===== src/rtl/signed_divider.sv =====
// Sequential signed divider: 2N-bit dividend / N-bit divisor.
// The magnitudes are divided with a restoring shift-subtract loop, one
// quotient bit per cycle. The signs are then applied, and the result is
// checked against the N-bit signed range.
// Results truncate toward zero, and the remainder takes the sign of the dividend.
module signed_divider #(
   parameter int N = 4
) (
   input  logic                  clk,
   input  logic                  reset,
   input  logic                  start,
   input  logic signed [2*N-1:0] dividend,
   input  logic signed [N-1:0]   divisor,
   output logic signed [N-1:0]   quotient,
   output logic signed [N-1:0]   remainder,
   output logic                  done,
   output logic                  busy,
   output logic                  div_by_zero,
   output logic                  overflow
);

   localparam int CW = $clog2(2 * N);
   localparam logic [CW-1:0]    LAST_STEP = CW'(2 * N - 1);
   // Largest quotient magnitude allowed for a negative result: 2^(N-1)
   localparam logic [2*N-1:0]   QLIM_NEG  = {{N{1'b0}}, 1'b1, {(N-1){1'b0}}};
   // Largest quotient magnitude allowed for a positive result: 2^(N-1)-1
   localparam logic [2*N-1:0]   QLIM_POS  = {{(N+1){1'b0}}, {(N-1){1'b1}}};

   typedef enum logic [1:0] {
      S_IDLE = 2'd0,
      S_ITER = 2'd1,
      S_FIX  = 2'd2,
      S_DONE = 2'd3
   } state_t;

   // The magnitude of the most negative value is representable as unsigned.
   function automatic logic [2*N-1:0] mag_dividend(input logic [2*N-1:0] x);
      return x[2*N-1] ? (-x) : x;
   endfunction

   function automatic logic [N-1:0] mag_divisor(input logic [N-1:0] x);
      return x[N-1] ? (-x) : x;
   endfunction

   state_t                state_q, state_d;
   logic [2*N-1:0]        a_q, a_d;          // dividend magnitude / quotient bits
   logic [N-1:0]          b_q, b_d;          // divisor magnitude
   logic [N:0]            r_q, r_d;          // partial remainder
   logic [CW-1:0]         count_q, count_d;
   logic                  sd_q, sd_d;        // dividend sign
   logic                  sv_q, sv_d;        // divisor sign
   logic signed [N-1:0]   quotient_q, quotient_d;
   logic signed [N-1:0]   remainder_q, remainder_d;
   logic                  done_q, done_d;
   logic                  busy_q, busy_d;
   logic                  dbz_q, dbz_d;
   logic                  ovf_q, ovf_d;

   logic [3*N:0]          ra_shift_s;
   logic [N+1:0]          trial_s;
   logic                  neg_s;
   logic                  ovf_s;

   // Next-state and datapath logic for the divider FSM
   always_comb begin
      state_d     = state_q;
      a_d         = a_q;
      b_d         = b_q;
      r_d         = r_q;
      count_d     = count_q;
      sd_d        = sd_q;
      sv_d        = sv_q;
      quotient_d  = quotient_q;
      remainder_d = remainder_q;
      done_d      = done_q;
      busy_d      = busy_q;
      dbz_d       = dbz_q;
      ovf_d       = ovf_q;

      // One restoring step: shift {R,A} left, then try subtracting B from R
      ra_shift_s = {r_q, a_q} << 1'b1;
      trial_s    = {1'b0, ra_shift_s[3*N:2*N]} - {2'b00, b_q};

      // Range check on the finished magnitude quotient
      neg_s = sd_q ^ sv_q;
      if (neg_s) begin
         ovf_s = (a_q > QLIM_NEG);
      end else begin
         ovf_s = (a_q > QLIM_POS);
      end

      case (state_q)
         S_IDLE, S_DONE: begin
            if (start) begin
               if (divisor == {N{1'b0}}) begin
                  state_d     = S_DONE;
                  quotient_d  = {N{1'b0}};
                  remainder_d = {N{1'b0}};
                  done_d      = 1'b1;
                  busy_d      = 1'b0;
                  dbz_d       = 1'b1;
                  ovf_d       = 1'b0;
               end else begin
                  state_d = S_ITER;
                  a_d     = mag_dividend(dividend);
                  b_d     = mag_divisor(divisor);
                  sd_d    = dividend[2*N-1];
                  sv_d    = divisor[N-1];
                  r_d     = {(N+1){1'b0}};
                  count_d = {CW{1'b0}};
                  done_d  = 1'b0;
                  busy_d  = 1'b1;
                  dbz_d   = 1'b0;
                  ovf_d   = 1'b0;
               end
            end else begin
               state_d = state_q;
            end
         end
         S_ITER: begin
            if (trial_s[N+1]) begin
               // Trial went negative: restore by keeping the shifted remainder
               r_d = ra_shift_s[3*N:2*N];
               a_d = {ra_shift_s[2*N-1:1], 1'b0};
            end else begin
               r_d = trial_s[N:0];
               a_d = {ra_shift_s[2*N-1:1], 1'b1};
            end
            if (count_q == LAST_STEP) begin
               state_d = S_FIX;
            end else begin
               count_d = count_q + {{(CW-1){1'b0}}, 1'b1};
            end
         end
         S_FIX: begin
            ovf_d = ovf_s;
            if (ovf_s) begin
               quotient_d  = {N{1'b0}};
               remainder_d = {N{1'b0}};
            end else begin
               quotient_d  = neg_s ? (-a_q[N-1:0]) : a_q[N-1:0];
               remainder_d = sd_q ? (-r_q[N-1:0]) : r_q[N-1:0];
            end
            done_d  = 1'b1;
            busy_d  = 1'b0;
            state_d = S_DONE;
         end
         default: begin
            state_d = S_IDLE;
         end
      endcase
   end

   // State register with synchronous active-low reset that abandons any operation
   always_ff @(posedge clk) begin
      if (!reset) begin
         state_q     <= S_IDLE;
         a_q         <= {(2*N){1'b0}};
         b_q         <= {N{1'b0}};
         r_q         <= {(N+1){1'b0}};
         count_q     <= {CW{1'b0}};
         sd_q        <= 1'b0;
         sv_q        <= 1'b0;
         quotient_q  <= {N{1'b0}};
         remainder_q <= {N{1'b0}};
         done_q      <= 1'b0;
         busy_q      <= 1'b0;
         dbz_q       <= 1'b0;
         ovf_q       <= 1'b0;
      end else begin
         state_q     <= state_d;
         a_q         <= a_d;
         b_q         <= b_d;
         r_q         <= r_d;
         count_q     <= count_d;
         sd_q        <= sd_d;
         sv_q        <= sv_d;
         quotient_q  <= quotient_d;
         remainder_q <= remainder_d;
         done_q      <= done_d;
         busy_q      <= busy_d;
         dbz_q       <= dbz_d;
         ovf_q       <= ovf_d;
      end
   end

   assign quotient    = quotient_q;
   assign remainder   = remainder_q;
   assign done        = done_q;
   assign busy        = busy_q;
   assign div_by_zero = dbz_q;
   assign overflow    = ovf_q;

endmodule

===== config.mk =====
export PLATFORM = sky130hd
export DESIGN_NAME = signed_divider
export DESIGN_NICKNAME = d
export VERILOG_FILES = /design/src/rtl/signed_divider.sv
export SDC_FILE = /design/constraint.sdc
export NUM_CORES = 1
export LEC_CHECK = 0
export ABC_CLOCK_PERIOD_IN_PS = 2500
export CAP_MARGIN = 20
export CORE_MARGIN = 5
export CORE_UTILIZATION = 40
export DETAILED_ROUTE_END_ITERATION = 10
export GPL_ROUTABILITY_DRIVEN = 0
export PLACE_DENSITY = 0.69
export RECOVER_POWER = 100
export SYNTH_ARGS = -nofsm -noshare
export SYNTH_HDL_FRONTEND = slang
export SYNTH_SLANG_ARGS = --single-unit

===== constraint.sdc =====
create_clock -name clk -period 2.5 [get_ports clk]
set_input_delay 0.5 -clock clk [delete_from_list [all_inputs] [get_ports clk]]
set_output_delay 0.5 -clock clk [all_outputs]
set_load 0.01 [all_outputs]

==> out/qor.txt <==
critical path capture point type: flop
Netlist Area Pre-Place: 0.00204 mm2
Yosys top cell area share: 34.4%
worst min-delay path endpoint: quotient[0]
main combinational cell family by area after synthesis: simple AND/OR/NAND/NOR gates
Num Clock Sinks: 35
Reg2Reg Capture Point: count_q[2]
LEAKAGE: 1.01 nW
post-layout min period: 2.25 ns
starting density of the core: 40.6%
GRT Overall Usage: 14.5%
syn nets: 265
FP Rows: 26
post-route ant nets: 0
vias: 1719
critical path data arrival time: 2.47 ns
Worst-Skew Late Latency: 0.28 ns
max-cap violation count: 0
Hold Vio Cnt, Final: 0
Rel. slew slack: 66.1%
adder-cell area share of the yosys netlist: 8.97%
Root Buffer: clkbuf_8
post-synthesis sequential area ratio: 34.4%
Ant. Diodes: 0
final worst slack: 0.252 ns
Placement Setup Slack: 0.0865 ns
Post-synth ARST share: 0%
Hold Crit Start: quotient[0]
NetSw: 1.03 mW
final core utilization: 50.2%
PD cells: 997 mW/mm2
I/O Pins: 27
Crit Path Max Fanout: 5
GRT overflow: 0
largest net degree at the start of global routing: 15
final wirelength: 4.22 mm
Gate power share: 51.1%
Synth area leaders: dfxtp_1, ha_1, nand2_1
vias per std cell: 5.00
CP cell instances: dlygate4sd3_1, inv_1, ha_1, or3b_4, nor2_1, a21oi_2, or3_1, a21boi_1
Nets: 303
final worst-path cycle share: 89.9%
Final HPWL DP: 3.31 mm
critical setup path kind: in -> reg
CTS tree: done
setup_tns: 0 ns
DRC errors left: 0
Routed WL per cell: 12.3 um
Synth area leader: dfxtp_1
# H-tree levels: 2
first-pass GRT wire length: 7.51 mm
post-synthesis mux area share: 3.50%
Syn. warnings: 0
Compound-Gate Fraction of Synth Area: 20.5%
Post-Syn Instances: 236
Worst EP required: 2.72 ns
status: finished clean
Die Wd: 81.3 um
Max Slew Vio Count: 0
top_reg_cell synth: dfxtp_1
Slew @ Worst Pin: 0.505 ns
initial antenna violation count: 0
vias in the first global route: 1673
Setup Skew: 0.00336 ns
Post-CTS Hold Buffers: 0
simple-gate share of the synthesized area: 21.5%
area grow syn2layout: 23.7%
Internal: 1.48 mW
RSZ-0062 raised after global routing: no
number of synthesized flops with an enable pin: 0
Fmax achieved: 0.445 GHz
fillers: 521
Reg2Reg Setup Slack: 0.52 ns
Yosys cell types: 46
DRT Pass-1 Iters: 4
synthesis-stage register bit count: 35
Flop pwr share: 32.4%
Net Sw Frac: 41.2%
Peak VDD IR: 0.393 mV
total power draw: 2.51 mW
Num CTS Buffers: 5
max incr delay on CP: 0.55 ns
XOR/XNOR Fraction of Synth Area: 5.16%
layout cell share with drive strength beyond 1: 8.76%
R2R cell count: 7
CP max stage cell: dlygate4sd3_1
initial drt markers: 61
post-cts sizing count: 0
Worst R2R Start: state_q[0]
hold path cells: 2
Max clock buf depth: 2
Hold Crit Class: reg -> reg
Die H: 81.3 um
startpoint types: primary input
clock slew at the register clock pins of the worst setup and hold paths: 0.07 ns
Clock Power Share: 16.5%
DIE AREA: 0.00662 mm2
Core Area: 0.00501 mm2
I/O Buffers: 26
Final setup viols: 0
Setup Buffers After CTS: 0
Mapped Avg Cell Area: 8.63 um2
==> metrics by stage <==
stage / hold slack [ns] / cells / cell area, um2
6_report: 0.462 / 344 / 2520
3_5_place_dp: 0.462 / 337 / 2440
4_1_cts: 0.472 / 344 / 2530
3_3_place_gp: 0.459 / 337 / 2440
2_1_floorplan: 0.447 / 236 / 2040
5_1_grt: 0.482 / 344 / 2520
==> worst max-delay path by stage <==
stage / startpoint / end / slack [ns] / cells past startpoint
after CTS: divisor[0] / count_q[2] / 0.40 / 9
final: divisor[1] / quotient[0] / 0.25 / 8
after floorplan: divisor[1] / quotient[0] / 0.61 / 7
after global routing: divisor[1] / quotient[1] / 0.13 / 9
after global placement: divisor[0] / count_q[1] / 0.13 / 8
after detailed placement: divisor[0] / count_q[2] / 0.09 / 9
==> cell usage in the layout (no fill, tap or decap), types with 3 or more instances in the layout <==
cell,count
o2bb2ai_1,7
xnor2_1,10
o31ai_1,3
a21boi_0,8
nand2b_1,8
dfxtp_1,35
o22ai_1,4
mux2i_1,6
buf_4,10
and2_0,3
clkdlybuf4s50_1,13
nand2_1,29
nor3_1,4
clkbuf_8,6
nor4_1,3
inv_1,18
nor2_1,9
o211ai_1,6
or3_1,3
and2_1,5
ha_1,13
o21ai_0,10
nor2b_1,5
nand3_1,8
dlygate4sd3_1,13
a21oi_1,6
==> cells by family after synthesis <==
group,Yosys count
multiplexers,7
AND/OR/NAND/NOR,84
flip-flops,35
adder cells (fa/ha/maj),14
XOR/XNOR,12
AO/OA/AOI/OAI,57
buffers and inverters,27
==> power by group through the flow <==
stage / logic [mW] / registers (mW) / clock network [mW]
6_report: 1.28 / 0.814 / 0.414
5_1_grt: 1.46 / 0.836 / 0.456
4_1_cts: 1.33 / 0.814 / 0.428
3_5_place_dp: 1.32 / 0.826 / 0
3_3_place_gp: 1.29 / 0.823 / 0
2_1_floorplan: 0.937 / 0.805 / 0
==> layout make-up <==
| cell class | count | area, um2 | area share (%) |
|---|---|---|---|
| Clock buffer | 6 | 82.6 | 3.28 |
| Clock inverter | 1 | 5.00 | 0.199 |
| Inverter | 19 | 71.3 | 2.83 |
| Multi-Input combinational cell | 174 | 1210 | 48.0 |
| Sequential cell | 35 | 701 | 27.8 |
| Tap cell | 70 | 87.6 | 3.48 |
| Timing Repair Buffer | 39 | 363 | 14.4 |
==> registers in the layout (all words and copies together) (netlist names) <==
register	flops
div_by_zero	1
overflow	1
remainder	4
sd_q	1
sv_q	1
r_q	4
quotient	4
count_q	3
b_q	4
done	1
state_q	2
a_q	8
busy	1
==> synth_stat cells (all sizes together) (6+ instances only) <==
| library cell | instances |
|---|---|
| clkbuf | 6 |
| a21oi | 8 |
| dfxtp | 35 |
| o2bb2ai | 7 |
| and2 | 8 |
| o211ai | 6 |
| a21boi | 9 |
| inv | 18 |
| nor2 | 9 |
| o21ai | 11 |
| nor2b | 6 |
| mux2i | 6 |
| ha | 13 |
| xnor2 | 10 |
| nand3 | 8 |
| nand2 | 29 |
| nand2b | 8 |
==> worst max-delay path: cells and delay by family <==
family | cells | cell delay, ns
and+or+nand+nor | 3 | 0.98
buffers and inverters | 2 | 0.64
AOI/OAI and AO/OA | 2 | 0.19
adders and majority gates | 1 | 0.16
==> routing by layer <==
layer / global-route usage [%] / wire length (um) / vias to the layer above
li1: - / - / 905
met1: 18.8 / 2100 / 782
met2: 23.1 / 1920 / 26
met3: 4.21 / 156 / 6
met4: 4.73 / 55 / 0
met5: 0 / 0 / -
No activity file was read; power rests on OpenSTA's default activity.
